### src/rtl/button_debounce_if.sv
// Button-side signal bundle for button_debounce: raw button in, debounced level and strobes out.
// master drives the raw button; slave is the debouncer itself.
interface button_debounce_if;
   logic btn_in;
   logic btn_level;
   logic press_pulse;
   logic release_pulse;
   logic long_press_pulse;

   modport master (
      output btn_in,
      input  btn_level,
      input  press_pulse,
      input  release_pulse,
      input  long_press_pulse
   );

   modport slave (
      input  btn_in,
      output btn_level,
      output press_pulse,
      output release_pulse,
      output long_press_pulse
   );
endinterface

### src/rtl/button_debounce.sv
// Push-button debouncer: 2-flop synchronizer, 4-state FSM, registered level and press/release strobes.
// Define BUTTON_DEBOUNCE_LONG_PRESS_EN to enable the long_press_pulse hold timer.
module button_debounce #(
   parameter int unsigned CLK_FREQ      = 32'd125000000,
   parameter int unsigned DEBOUNCE_MS   = 32'd10,
   parameter int unsigned LONG_PRESS_MS = 32'd1000
) (
   input  logic               clk,
   input  logic               reset,
   button_debounce_if.slave   bus,
   output logic [1:0]         dbg_state
);

   localparam int unsigned DB_RAW    = (CLK_FREQ / 32'd1000) * DEBOUNCE_MS;
   localparam int unsigned DB_CYCLES = (DB_RAW == 32'd0) ? 32'd1 : DB_RAW;

   typedef enum logic [1:0] {
      IDLE         = 2'd0,
      WAIT_PRESS   = 2'd1,
      PRESSED      = 2'd2,
      WAIT_RELEASE = 2'd3
   } state_t;

   state_t      state, state_n;
   logic [31:0] db_count, db_count_n;
   logic        sync_1, btn_sync;
   logic        btn_level_r, btn_level_n;
   logic        press_r, press_n;
   logic        release_r, release_n;

   always_ff @(posedge clk or posedge reset) begin
      if (reset) begin
         sync_1   <= 1'b0;
         btn_sync <= 1'b0;
      end else begin
         sync_1   <= bus.btn_in;
         btn_sync <= sync_1;
      end
   end

   always_ff @(posedge clk or posedge reset) begin
      if (reset) begin
         state       <= IDLE;
         db_count    <= 32'd0;
         btn_level_r <= 1'b0;
         press_r     <= 1'b0;
         release_r   <= 1'b0;
      end else begin
         state       <= state_n;
         db_count    <= db_count_n;
         btn_level_r <= btn_level_n;
         press_r     <= press_n;
         release_r   <= release_n;
      end
   end

   // db_count is entered at 1 and only advances while below DB_CYCLES, so it cannot wrap.
   always_comb begin
      state_n     = state;
      db_count_n  = db_count;
      btn_level_n = btn_level_r;
      press_n     = 1'b0;
      release_n   = 1'b0;
      case (state)
         IDLE: begin
            if (btn_sync) begin
               state_n    = WAIT_PRESS;
               db_count_n = 32'd1;
            end else begin
               db_count_n = 32'd0;
            end
         end
         WAIT_PRESS: begin
            if (!btn_sync) begin
               state_n    = IDLE;
               db_count_n = 32'd0;
            end else if (db_count == DB_CYCLES) begin
               state_n     = PRESSED;
               db_count_n  = 32'd0;
               btn_level_n = 1'b1;
               press_n     = 1'b1;
            end else begin
               db_count_n = db_count + 32'd1;
            end
         end
         PRESSED: begin
            if (!btn_sync) begin
               state_n    = WAIT_RELEASE;
               db_count_n = 32'd1;
            end else begin
               db_count_n = 32'd0;
            end
         end
         WAIT_RELEASE: begin
            if (btn_sync) begin
               state_n    = PRESSED;
               db_count_n = 32'd0;
            end else if (db_count == DB_CYCLES) begin
               state_n     = IDLE;
               db_count_n  = 32'd0;
               btn_level_n = 1'b0;
               release_n   = 1'b1;
            end else begin
               db_count_n = db_count + 32'd1;
            end
         end
         default: begin
            state_n    = IDLE;
            db_count_n = 32'd0;
         end
      endcase
   end

   assign bus.btn_level     = btn_level_r;
   assign bus.press_pulse   = press_r;
   assign bus.release_pulse = release_r;
   assign dbg_state         = state;

`ifdef BUTTON_DEBOUNCE_LONG_PRESS_EN
   localparam int unsigned LP_CYCLES = (CLK_FREQ / 32'd1000) * LONG_PRESS_MS;

   logic [31:0] lp_count;
   logic        long_r;

   // A release landing on the same edge as the hold expiry wins: no long strobe for that press.
   always_ff @(posedge clk or posedge reset) begin
      if (reset) begin
         lp_count <= 32'd0;
         long_r   <= 1'b0;
      end else begin
         long_r <= 1'b0;
         if (press_n) begin
            lp_count <= 32'd0;
         end else if ((state == PRESSED || state == WAIT_RELEASE) && lp_count != LP_CYCLES) begin
            lp_count <= lp_count + 32'd1;
            if ((lp_count + 32'd1) == LP_CYCLES && !release_n) begin
               long_r <= 1'b1;
            end
         end
      end
   end

   assign bus.long_press_pulse = long_r;
`else
   assign bus.long_press_pulse = 1'b0;
`endif

endmodule

### src/flat_wrapper.sv
// flat-port wrapper written by rule: the top's interface ports become plain ports
module button_debounce_flat 
#(
   parameter int unsigned CLK_FREQ      = 32'd125000000,
   parameter int unsigned DEBOUNCE_MS   = 32'd10,
   parameter int unsigned LONG_PRESS_MS = 32'd1000
)
  (clk, reset, dbg_state, bus_btn_in, bus_btn_level, bus_press_pulse, bus_release_pulse, bus_long_press_pulse);
  button_debounce_if bus_i ();
  input  logic clk;
  input  logic reset;
  output logic [1:0] dbg_state;
  input wire logic [$bits(bus_i.btn_in)-1:0] bus_btn_in;
  output wire logic [$bits(bus_i.btn_level)-1:0] bus_btn_level;
  output wire logic [$bits(bus_i.press_pulse)-1:0] bus_press_pulse;
  output wire logic [$bits(bus_i.release_pulse)-1:0] bus_release_pulse;
  output wire logic [$bits(bus_i.long_press_pulse)-1:0] bus_long_press_pulse;
  assign bus_i.btn_in = bus_btn_in;
  assign bus_btn_level = bus_i.btn_level;
  assign bus_press_pulse = bus_i.press_pulse;
  assign bus_release_pulse = bus_i.release_pulse;
  assign bus_long_press_pulse = bus_i.long_press_pulse;
  button_debounce #(.CLK_FREQ(CLK_FREQ), .DEBOUNCE_MS(DEBOUNCE_MS), .LONG_PRESS_MS(LONG_PRESS_MS)) u_core (.clk(clk), .reset(reset), .bus(bus_i), .dbg_state(dbg_state));
endmodule
### config.mk
export PLATFORM = sky130hd
export DESIGN_NAME = button_debounce_flat
export DESIGN_NICKNAME = d
export VERILOG_FILES = /design/src/rtl/button_debounce_if.sv /design/src/rtl/button_debounce.sv /design/src/flat_wrapper.sv
export SDC_FILE = /design/constraint.sdc
export NUM_CORES = 1
export LEC_CHECK = 0
export CORE_ASPECT_RATIO = 0.7
export CORE_MARGIN = 4
export CORE_UTILIZATION = 50
export CTS_BUF_LIST = sky130_fd_sc_hd__clkbuf_16
export DETAILED_ROUTE_END_ITERATION = 8
export PLACE_DENSITY = 0.72
export SLEW_MARGIN = 30
export SYNTH_ARGS = -nofsm -noshare
export SYNTH_HDL_FRONTEND = slang
export SYNTH_SLANG_ARGS = --single-unit
### constraint.sdc
create_clock -name clk -period 2.25 [get_ports clk]
set_input_delay 0.45 -clock clk [delete_from_list [all_inputs] [get_ports clk]]
set_output_delay 0.45 -clock clk [all_outputs]
set_load 0.005 [all_outputs]
Yosys cells after proc, flatten, opt, wreduce, memory -nomap -nowiden
Cells that the tools add are included.

Register bits after elaboration: 39. Input bits: 3. Output and inout port bits: 6. Logic and storage cells: 47.

Add/subtract/negate cells: 1. Equal/unequal tests: 12. Multiplexer cells: 23. Reductions and logical operators: 4.

Operator list (count): case mux 32 bit (4 select lines) (1); two-way mux 32 bit (3); adder 32 x 1 -> 32 bit (second input constant) (1); == test 32 x 21 -> 1 bit (second input constant) (1); two-way mux 2 bit (6); two-way mux 1 bit (11); inequality test 2 x 1 -> 1 bit (second input constant) (4); case mux 2 bit (4 select lines) (1); AND reduction 5 bit (1); == test 2 bit (second input constant) (2); inequality test 2 bit (second input constant) (2); AND reduction 4 bit (1); inequality test 3 x 1 -> 1 bit (second input constant) (1); inequality test 3 bit (second input constant) (1); == test 2 x 1 -> 1 bit (second input constant) (1); zero test 2 bit (1); case mux 1 bit (2 select lines) (1); nonzero test 2 bit (1).

Longest topological paths before layout
Depth in word-level cells: 4. Gate-level depth with buffers: 7. Gate-level depth less buffers: 6.

Worst setup path after synthesis
OpenSTA, ideal clock, no wires.

Path kind: flip-flop to flip-flop. From: register u_core.db_count[0]. To: register u_core.db_count[28]. Library setup time: 119 ps. Data arrival time: 1566 ps. Path slack: 565 ps. Cell stages (with the launch flop): 8. Path buffers: 1. Cells stage by stage: dfrtp_1 inv_1 ha_1 nor4b_1 nand4_1 o21ai_1 buf_2 o21ba_2.

Cells in the longest elaborated chain, start to end: 4. Elaborated cells between the ends (all ways): 6.

RTL lines: start: declaration (line button_debounce.sv:25) `logic [31:0] db_count, db_count_n;`; start signal: assignment (line button_debounce.sv:50) `db_count <= db_count_n;`; adder 32 x 1 -> 32 bit or == test 32 x 21 -> 1 bit (tied branches); two-way mux 32 bit (*) (line button_debounce.sv:77, button_debounce.sv:98); two-way mux 32 bit, on equally long branches (line button_debounce.sv:95, button_debounce.sv:74); case mux 32 bit (4 select lines) (*) (line button_debounce.sv:64) `case (state)`; named net u_core.db_count_n[28] (line button_debounce.sv:25).

The timed path passes the listed nets; every way through them passes the cells marked *. A chain may end at the register's enable or synchronous reset.

Worst setup path in the final report
From: register u_core.db_count[0]. To: register u_core.press_r (netlist: u_core.bus.press_pulse).

Cells in the longest elaborated chain, start to end: 4.

RTL lines: == test 32 x 21 -> 1 bit (line button_debounce.sv:77) `end else if (db_count == DB_CYCLES) begin`; two-way mux 1 bit (line button_debounce.sv:77); two-way mux 1 bit (line button_debounce.sv:74) `if (!btn_sync) begin`; two-way mux 1 bit (line button_debounce.sv:64); named net u_core.press_n (line button_debounce.sv:28) `logic press_r, press_n;`; end signal: assignment (line button_debounce.sv:52) `press_r <= press_n;`; end: declaration (line button_debounce.sv:28).

The timed path passes the listed nets, and every way through them passes these cells.

==> summary.md <==
| Metric | Value |
|---|---|
| # fillers | 349 |
| Final HPWL DP | 3150 um |
| Final core occ | around 59% |
| Setup TNS | 0 ns |
| Cts-stage hold buffer count | 0 |
| Die span in y | 61.6 um |
| Synth-to-Final Area Change | 13.9% |
| Initial antenna violation count | 0 |
| Worst EP required | 2.39 ns |
| Die W | roughly 85 um |
| CP Launch Type | register |
| Layout cell share with drive strength beyond 1 | 8.07% |
| Vias per inst | 6.08 |
| Number of I/O port buffers | 7 |
| Crit path cell chain | inv_1 -> ha_1 -> nor4b_1 -> nand4_1 -> buf_4 -> nor2_1 -> nor4b_1 |
| Global-route wire length before repair | 7730 um |
| Peak fanout along the critical path | 6 |
| Number of synthesized register bits | 39 |
| CTS tree | yes |
| Gp weighted congestion | between 0.8 and 0.9 |
| Hold path startpoint | u_core.sync_1 |
| Worst ir drop on vdd | 410 uV |
| WL final | 4670 um |
| Leakage | 0.925 nW |
| Commonest non-fill, non-tap cell in the layout | dfrtp_1 |
| Clock Sinks | 39 |
| Worst r2r src | u_core.db_count[0] |
| Final Setup Violations | 0 |
| Post-route DRC violation count | 0 |
| Setup Crit Path Kind | register to register |
| Core Area | around 3900 sq um |
| RSZ-0062 raised after global routing | false |
| Pre-CTS WS | 0.242 ns |
| DR pass1 iterations | 4 |
| Final setup skew | 0.00452 ns |
| Tmin final | 2.05 ns |
| Final Hold Fails | 0 |
| CP Capture Type | register |
| Synth Instances | 212 |
| Synth unique cells | 38 |
| Final ANT Viol Nets | 0 |
| Worst Path Buf+Inv | 2 |
| CTS resizes | 0 |
| Mapped cell area | 2050 sq um |
| Pins Over Slew Limit | 0 |
| FMAX | 488 MHz |
| H-tree Lvls | 2 |
| Initial Util | between 50 and 60% |
| Outcome | finished, final reports clean |
| Fin nets | 227 |
| HP Class | register to register |
| Critical Path AT | around 2.2 ns |
| Most used cell, CP | nor4b_1 |
| Worst setup path start | u_core.db_count[0] |
| Slowest stage cell, crit path | dfrtp_1 |
| Grt ovf | 0 |
| Syn_area_per_cell | 9.67 sq um |
| Met2 GRT Util | 28.2% |
| Clock tree root buffer cell | clkbuf_16 |
| Met1 usage | 29.0% |
| Syn nets | 217 |
| CTS max path bufs | 2 |
| Routed WL per cell | 17.0 um |
| Clock latency on the worst-skew pair | 0.28 ns |
| Inserted Clock Buffers | 5 |
| Ports | 9 |
| PnR worst setup slack | 0.200 ns |
| Num rows | 19 |
| Top delay family on crit path | simple AND/OR/NAND/NOR gates |
| Ant diodes | 0 |
| Die area | roughly 5200 sq um |
| Max Cap Viol | 0 |
| Largest net degree at the start of global routing | 40 |
| Yosys Warn Count | 0 |
| Most frequent cells in the layout | 39 x dfrtp_1, 18 x a21oi_1, 16 x nor2_1 |
| CP max stage delay | 0.41 ns |
| Final period utilization | 91.1% |
| Total number of vias | 1,673 |
| Reg clk slew, reported paths | 0.06 ns |
| Initial detailed-routing violation count | 103 |
| Grt peak-use layer | met1 |
| Sequential-to-total area share from yosys stat | 47.6% |
| Cell Pwr Density | about 610 nW/um^2 |
| Vias in the first global route | 1,554 |
| GR Util All Layers | 19.5% |
| Met3 Usage GRT | 4.81% |
| Post-CTS setup buffers | 0 |
## state kept, by name, summed over array words and instances, names as in the netlist, named ones only
signal,flops
u_core.sync_1,1
u_core.bus.btn_level,1
u_core.bus.release_pulse,1
u_core.btn_sync,1
u_core.dbg_state,1
u_core.bus.press_pulse,1
u_core.db_count,32
## worst register-to-register path: stages, from the launching register on
cell	delay (ns)
dfrtp_1	0.41
inv_1	0.09
ha_1	0.16
nor4b_1	0.32
nand4_1	0.20
buf_4	0.20
nor2_1	0.14
nor4b_1	0.38
## synth_stat cells
cell type	n	area share [%]
dfrtp_1	39	48
a21oi_1	18	4.4
nor2_1	16	2.9
nand4_1	13	4.0
xor2_1	11	4.7
nand2_1	10	1.8
nand3_1	10	2.4
o31ai_1	10	3.7
or4_1	9	3.3
inv_1	8	1.5
o21ai_0	7	1.7
and3_1	6	1.8
nor4b_1	6	2.6
or3_1	6	1.8
and4_1	5	2.1
buf_2	5	1.2
clkbuf_1	5	0.92
nor3_1	3	0.73
and2_1	2	0.61
ha_1	2	1.2
nor4_1	2	0.61
o41ai_1	2	0.85
xnor2_1	2	0.85
a2bb2oi_1	1	0.43
and4_4	1	0.55
buf_4	1	0.37
buf_6	1	0.55
conb_1	1	0.18
mux2i_1	1	0.49
nand2b_1	1	0.31
nand4_4	1	1.0
nand4b_1	1	0.43
o211ai_1	1	0.37
o21a_1	1	0.37
o21ai_1	1	0.24
o21ba_2	1	0.49
or2_2	1	0.31
or4b_1	1	0.49
## metal layers
metal	up-vias	wire length [um]
li1	811	-
met1	817	2410
met2	38	1970
met3	7	237
met4	0	49
met5	-	0
## metrics by stage
stage,area (sq um),hold slack [ns],power (mW),std cells
floorplan,2050,0.331,0.756,212
global placement,2200,0.333,0.778,267
detailed placement,2200,0.336,0.778,267
CTS,2330,0.348,1.44,275
global route,2330,0.368,1.48,275
finish,2330,0.345,1.43,275
## kinds of logic (layout without fill, tap and decap cells)
group,Yosys count,count (layout),share of synthesized area [%]
DFF,39,39,47.6
AOI/OAI and AO/OA,42,42,12.5
xor gates and xnor gates,13,13,5.56
other,1,1,0.183
buffers and inverters,20,31,4.52
adders and majority gates,2,2,1.22
and+or+nand+nor,94,94,27.9
muxes,1,1,0.488
## path summary, 6_finish.rpt
kind / end / slack (ns) / cells after the start
setup / recovery: u_core.bus.press_pulse / 0.20 / 7
hold / removal: u_core.btn_sync / 0.35 / 0
setup reg to reg: u_core.bus.press_pulse / 0.20 / 7
hold reg to reg: u_core.btn_sync / 0.35 / 0
max in group asynchronous: u_core.db_count[19] / 1.33 / 3
min in group asynchronous: u_core.sync_1 / 0.58 / 3
## where the power goes
part / internal, mW / total, mW / leakage [nW] / switching (mW)
registers: 0.707 / 0.712 / 0.536 / 0.00498
logic: 0.0173 / 0.0526 / 0.319 / 0.0353
clock network: 0.399 / 0.666 / 0.0701 / 0.267
total: 1.12 / 1.43 / 0.925 / 0.308
## cell type report
class	count	area [sq um]	area share, %
multi-input cells	153	985	42.2
clock inverters	3	11.3	0.482
clock buffers	5	125	5.36
repair buffers	15	143	6.11
inverters	8	30.0	1.29
flip-flops and latches	39	976	41.8
well taps	52	65.1	2.79
No activity file was read; power rests on OpenSTA's default activity.
